[config.mk]
export PLATFORM = sky130hd
export DESIGN_NAME = ttl_memory_cell
export DESIGN_NICKNAME = d
export VERILOG_FILES = /design/src/rtl/ttl_memory_cell.sv
export SDC_FILE = /design/constraint.sdc
export NUM_CORES = 1
export LEC_CHECK = 0
export ABC_CLOCK_PERIOD_IN_PS = 4600
export CORE_AREA = 2 2 130 100
export CTS_BUF_LIST = sky130_fd_sc_hd__clkbuf_8
export CTS_CLUSTER_SIZE = 10
export DETAILED_ROUTE_END_ITERATION = 12
export DIE_AREA = 0 0 132 102
export GPL_TIMING_DRIVEN = 1
export PLACE_DENSITY_LB_ADDON = 0.15
export SYNTH_ARGS = -nofsm -noshare
export SYNTH_HDL_FRONTEND = slang
export SYNTH_SLANG_ARGS = --single-unit
[constraint.sdc]
create_clock -name clk -period 4.6 [get_ports clk]
set_input_delay 0.46 -clock clk [delete_from_list [all_inputs] [get_ports clk]]
set_output_delay 0.46 -clock clk [all_outputs]
set_load 0.01 [all_outputs]
[src/rtl/ttl_memory_cell.sv]
// Single key/value cache slot with a valid flag, a countdown TTL and a combinational key match.
// Latency: write/delete/expiry visible one cycle after the strobe edge; hit_out is combinational.
// Backpressure: none; strobes are always accepted. Optional macro TTL_MEMORY_CELL_REFRESH_EN adds touch_op.
module ttl_memory_cell #(
  parameter int KEY_WIDTH   = 8,
  parameter int VALUE_WIDTH = 64,
  parameter int TTL_WIDTH   = 32,
  parameter int TICK_DIV    = 1024
) (
  input  logic                   clk,
  input  logic                   rst,
  input  logic                   write_op,
  input  logic                   delete_op,
`ifdef TTL_MEMORY_CELL_REFRESH_EN
  input  logic                   touch_op,
`endif
  input  logic [KEY_WIDTH-1:0]   key_in,
  input  logic [VALUE_WIDTH-1:0] value_in,
  input  logic [TTL_WIDTH-1:0]   ttl_in,
  input  logic [KEY_WIDTH-1:0]   lookup_key,
  output logic [KEY_WIDTH-1:0]   key_out,
  output logic [VALUE_WIDTH-1:0] value_out,
  output logic [TTL_WIDTH-1:0]   ttl_out,
  output logic                   used_out,
  output logic                   hit_out,
  output logic                   expired_pulse
);

  localparam int PW = (TICK_DIV > 1) ? $clog2(TICK_DIV) : 1;
  localparam logic [PW-1:0] PRESC_MAX = PW'(TICK_DIV - 1);

  typedef enum logic [1:0] {
    FREE          = 2'd0,
    VALID_TTL     = 2'd1,
    VALID_PERSIST = 2'd2
  } state_t;

  state_t                 state_q, state_d;
  logic [KEY_WIDTH-1:0]   key_q, key_d;
  logic [VALUE_WIDTH-1:0] value_q, value_d;
  logic [TTL_WIDTH-1:0]   ttl_q, ttl_d;
  logic [PW-1:0]          presc_q, presc_d;
  logic                   pulse_q, pulse_d;
  logic                   tick;
  logic                   do_touch;
  logic [TTL_WIDTH-1:0]   reload_val;

`ifdef TTL_MEMORY_CELL_REFRESH_EN
  logic [TTL_WIDTH-1:0]   reload_q, reload_d;

  // Lifetime captured at write time, restored by touch_op.
  always_ff @(posedge clk or posedge rst) begin
    if (rst) reload_q <= '0;
    else     reload_q <= reload_d;
  end

  assign reload_d   = write_op ? ttl_in : reload_q;
  assign do_touch   = touch_op;
  assign reload_val = reload_q;
`else
  assign do_touch   = 1'b0;
  assign reload_val = '0;
`endif

  assign tick = (state_q == VALID_TTL) && (presc_q == PRESC_MAX);

  // State and datapath registers; reset aborts any countdown without a pulse.
  always_ff @(posedge clk or posedge rst) begin
    if (rst) begin
      state_q <= FREE;
      key_q   <= '0;
      value_q <= '0;
      ttl_q   <= '0;
      presc_q <= '0;
      pulse_q <= 1'b0;
    end else begin
      state_q <= state_d;
      key_q   <= key_d;
      value_q <= value_d;
      ttl_q   <= ttl_d;
      presc_q <= presc_d;
      pulse_q <= pulse_d;
    end
  end

  // Next state: write beats delete beats touch beats the expiry tick.
  always_comb begin
    state_d = state_q;
    key_d   = key_q;
    value_d = value_q;
    ttl_d   = ttl_q;
    presc_d = presc_q;
    pulse_d = 1'b0;
    if (write_op) begin
      key_d   = key_in;
      value_d = value_in;
      presc_d = '0;
      ttl_d   = ttl_in;
      state_d = (ttl_in != '0) ? VALID_TTL : VALID_PERSIST;
    end else if (delete_op) begin
      state_d = FREE;
      key_d   = '0;
      value_d = '0;
      ttl_d   = '0;
      presc_d = '0;
    end else if (do_touch && state_q == VALID_TTL) begin
      ttl_d   = reload_val;
      presc_d = '0;
    end else if (state_q == VALID_TTL) begin
      if (tick) begin
        presc_d = '0;
        if (ttl_q > TTL_WIDTH'(1)) begin
          ttl_d = ttl_q - TTL_WIDTH'(1);
        end else begin
          // Final tick: free the slot and report the expiry once.
          state_d = FREE;
          key_d   = '0;
          value_d = '0;
          ttl_d   = '0;
          pulse_d = 1'b1;
        end
      end else begin
        presc_d = presc_q + PW'(1);
      end
    end
  end

  assign key_out       = key_q;
  assign value_out     = value_q;
  assign ttl_out       = ttl_q;
  assign used_out      = (state_q != FREE);
  assign hit_out       = used_out && (key_q == lookup_key);
  assign expired_pulse = pulse_q;

endmodule

### Yosys cells after proc, flatten, opt, wreduce, memory -nomap -nowiden

Cells that the tools add are included.

| storage, ports and cells | value |
|---|---|
| register bits after elaboration | 117 |
| input bits | 116 |
| output and inout bits | 107 |
| logic and storage cells | 51 |

| operators by class | value |
|---|---|
| $add $sub $neg | 2 |
| order comparisons | 1 |
| equality and inequality tests | 4 |
| mux-type cells | 30 |
| reduce and logical (&&, ||, !) cells | 8 |

Operators with widths:

| operator | count |
|---|---|
| 2-to-1 mux 64 bit | 5 |
| 2-to-1 mux 32 bit | 5 |
| 2-to-1 mux 10 bit | 4 |
| 2-to-1 mux 8 bit | 5 |
| greater-than comparator 32 x 1 -> 1 bit (second input constant) | 1 |
| nonzero test 32 bit | 1 |
| subtractor 32 x 1 -> 32 bit (second input constant) | 1 |
| 2-to-1 mux 2 bit | 6 |
| adder 10 x 1 -> 10 bit (second input constant) | 1 |
| equality test 10 bit (second input constant) | 1 |
| equality test 8 bit | 1 |
| nonzero test 3 bit | 2 |
| 2-to-1 mux 1 bit | 5 |
| != test 3 bit (second input constant) | 1 |
| AND reduction 3 bit | 1 |
| equality test 2 x 1 -> 1 bit (second input constant) | 1 |
| logical AND 1 bit | 2 |
| AND reduction 2 bit | 1 |
| nonzero test 2 bit | 1 |

### Depth between registers and ports, before layout

| depth | value |
|---|---|
| depth in word-level cells | 6 |
| depth in mapped cells | 9 |
| mapped depth without buffers | 7 |

### Least setup slack after synthesis

No wires, ideal clock.

| timing | value |
|---|---|
| path kind | flip-flop to flip-flop |
| start point | register ttl_q[24] (netlist: ttl_out[24]) |
| end point | register value_q[0] (netlist: value_out[0]) |
| setup time | 0.121 ns |
| arrival | 2.375 ns |
| required time | 4.479 ns |
| path slack | 2.104 ns |
| stages on the path, launching flop included | 9 |
| buffers on the path | 3 |
| clock period less this slack | 2.496 ns |
| cells stage by stage | dfrtp_1 > or4_1 > clkbuf_1 > or4_4 > nor2_2 > a31oi_1 > buf_6 > buf_6 > a22o_1 |

| between the ends | value |
|---|---|
| cells in the longest elaborated chain, start to end | 3 |

Ends and longest elaborated chain:

| item | RTL line | RTL |
|---|---|---|
| start, declared | 41 | `logic [TTL_WIDTH-1:0] ttl_q, ttl_d;` |
| start signal, assigned | 80 | `ttl_q <= ttl_d;` |
| greater-than comparator 32 x 1 -> 1 bit | 112 | `if (ttl_q > TTL_WIDTH'(1)) begin` |
| != test 3 bit (no source line) | - |  |
| AND reduction 3 bit (no source line) | - |  |
| end signal, assigned | 79 | `value_q <= value_d;` |
| end, declared | 40 | `logic [VALUE_WIDTH-1:0] value_q, value_d;` |

No other way between the ends.
A chain may end at the register's enable or synchronous reset.

### Worst setup path in the final report

| timing | value |
|---|---|
| start point | register ttl_q[24] (netlist: ttl_out[24]) |
| end point | register state_q[0] |

| between the ends | value |
|---|---|
| cells in the longest elaborated chain, start to end | 3 |

Ends and longest elaborated chain:

| item | RTL line | RTL |
|---|---|---|
| greater-than comparator 32 x 1 -> 1 bit | 112 |  |
| != test 3 bit (no source line) | - |  |
| AND reduction 3 bit (no source line) | - |  |
| end signal, assigned | 77 | `state_q <= state_d;` |
| end, declared | 38 | `state_t state_q, state_d;` |

No other way between the ends.

==> results.cfg <==
[placement]
io_buffers = 222
dp_slack_ps = 1650
dp.final_hpwl_um = 12300
gp_congestion = 0.913

[layout]
diodes = 0
fillCellCount = 919
final_nets = 807
drive_gt1_share_pct = 7.42
area_growth_pct = 50.9

[setup_path]
critical_path_required_ps = 4910
critical_path_arrival_ps = 3300
reg2reg_slack_ps = 1610
crit_path_end_kind = flip-flop
start_kind = flip-flop
crit_fanout = 58
worstSetupPathType = reg2reg

[clocking]
cts_tree = yes
postCtsResizedCells = 0
root_buffer = clkbuf_8
postCtsHoldBufs = 0
htree_levels = 4
insertion_delay_ps = 420
post-cts-setup-buffers = 0
clock_path_buffers = 2
path_clk_slew_ps = 70
clock-sinks = 117
cts_buffers = 17

[logic_synthesis]
synth_commonest_cells = 117 x dfrtp_1, 75 x a22o_1, 26 x clkbuf_1, 26 x nand3_1, 25 x a22oi_1
synthesis.area_um2 = 5400
ys_seq_area_share_pct = 54.2
ys_types = 53
synth_area_leaders = dfrtp_1 54%, a22o_1 12%, a22oi_1 3.5%
syn_nets = 595
yosys_warnings = 0
yosys.area.top_type = dfrtp_1
synth-edff-count = 0
ys.flop_type = dfrtp_1
synth_top_cell_area_share_pct = 54.2
syn_avg_cell_area_um2 = 11.4
synthArstFlopShare_pct = 100
ys_ff_latch = 117
synthCells = 476
yosysMostFrequentCell = dfrtp_1

[sta]
slew_headroom_pct = 39.4
post-route-period-util_pct = 65.0
rsz0062_at_grt = false
clock.fmax_ghz = 0.334
timing_hold_violations_final = 0
max_slew.worst_pin.slew_ps = 909
skew_ps = 11.3
finalSetupViolCount = 0
period_needed_ps = 2990
finalSetupTns_ps = 0
drv_slew = 0
setup_slack_ps = 1610

[route]
vias = 5166
wl_met2_um = 8210
routed_via_density = 5.96
route.detailed.drc = 0
wl_per_cell_um = 20.2
top_layer = met4
ant_nets = 0
met3_length_um = 1520
firstDrtPassIters = 5
drt_iter0_drc = 408
postRouteWirelength_um = 17500
wl_met1_um = 7480

[floorplan]
rows = 35
start_util_pct = 44.5
die_area_um2 = 13500
num_io_pins = 223
core-area_um2 = 12100
die_h_um = 102
die_x_um = 132

[flow_run]
drv_cap = 0

[grt]
grt_use_total_pct = 25.6
overflow = 0
antenna_found_initial = 0
grt_pass1_wl_um = 27000
grt_pass1_vias = 4996
grt_max_degree = 89

[run_status]
status = completed

[power_and_ir_drop]
leakage_nw = 3.28
powerDensity_nw_per_um2 = 338
ir_worst_vdd_mv = 0.182

[hold_path]
min_path_type = in2reg
## registers in the layout, summed over array words and instances, names as in the netlist
signal and count:
expired_pulse 1, presc_q 10, ttl_out 32, state_q 2, value_out 64, key_out 8
## metal layers
layer / vias to the layer above / track usage, %
met4: 0 / 9.95
li1: 2290 / -
met1: 2560 / 35.0
met3: 22 / 6.75
met5: - / 0
met2: 294 / 39.3
## stage by stage
stage	total power (W)	instances	instance area, um^2	util (%)	hold slack, ps
6_report	0.00276	867	8150	67.2	477
5_1_grt	0.00287	867	8150	67.2	468
4_1_cts	0.00277	867	8150	67.2	448
3_3_place_gp	0.00171	835	7710	63.5	477
3_5_place_dp	0.00172	835	7710	63.5	480
2_1_floorplan	0.00140	476	5400	-	495
## final cells by class
cell class                 instances  area [um^2]  area share (%)
multi-input combinational        319         2290            28.0
clock buffer                      21          289            3.54
timing repair buffer             228         2260            27.8
sequential                       117         2930            35.9
tap                              166          208            2.55
inverter                           5         21.3           0.261
clock inverter                    11          156            1.92
## worst max-delay path, stage by stage (launching register included)
cell     delay [ps]
dfrtp_1         430
or4_1           660
or4_4           630
nor2_2          170
a31oi_4         250
buf_4           400
a22o_1          300
## final timing paths
kind,startpoint,end,cells after the start
worst max-delay path,ttl_out[24],state_q[0],6
worst min-delay path,write_op,ttl_out[21],3
worst max register to register,ttl_out[24],state_q[0],6
worst min register to register,value_out[35],value_out[35],1
max in group asynchronous,rst,ttl_out[21],3
min in group asynchronous,rst,value_out[13],2
## kinds of logic after synthesis
group,share of synthesized area (%)
fa+ha+maj,0.695
compound gates,23.4
xor+xnor,2.59
flops,54.2
buf+inv,3.91
simple gates,14.7
mux,0.556
## power breakdown
group	internal, W	total (W)	switching (W)
Sequential	0.00110	0.00118	0.0000792
Combinational	0.000296	0.000521	0.000225
Clock	0.000641	0.00105	0.000412
Total	0.00204	0.00276	0.000716
## cells in the final DEF, fill, tap and decap left out, drive strengths merged, types with 3 or more instances in the layout
cell type | netlist | final
nand4 | 10 | 10
xor2 | 8 | 8
o211ai | 7 | 7
inv | 5 | 8
o31ai | 6 | 6
nand3 | 26 | 26
o311ai | 11 | 11
or4 | 15 | 15
o21ai | 11 | 11
or3 | 7 | 7
a22oi | 25 | 25
clkbuf | 26 | 21
a21oi | 7 | 7
xnor2 | 8 | 8
bufinv | 0 | 4
nor4 | 13 | 13
mux2i | 3 | 3
or2 | 5 | 5
nor2 | 25 | 25
dfrtp | 117 | 117
nand2 | 18 | 18
clkdlybuf4s50 | 0 | 221
buf | 9 | 7
ha | 3 | 3
o2111ai | 3 | 3
nor3 | 10 | 10
a22o | 75 | 75
Note: power is estimated with default switching activity, not from simulation.
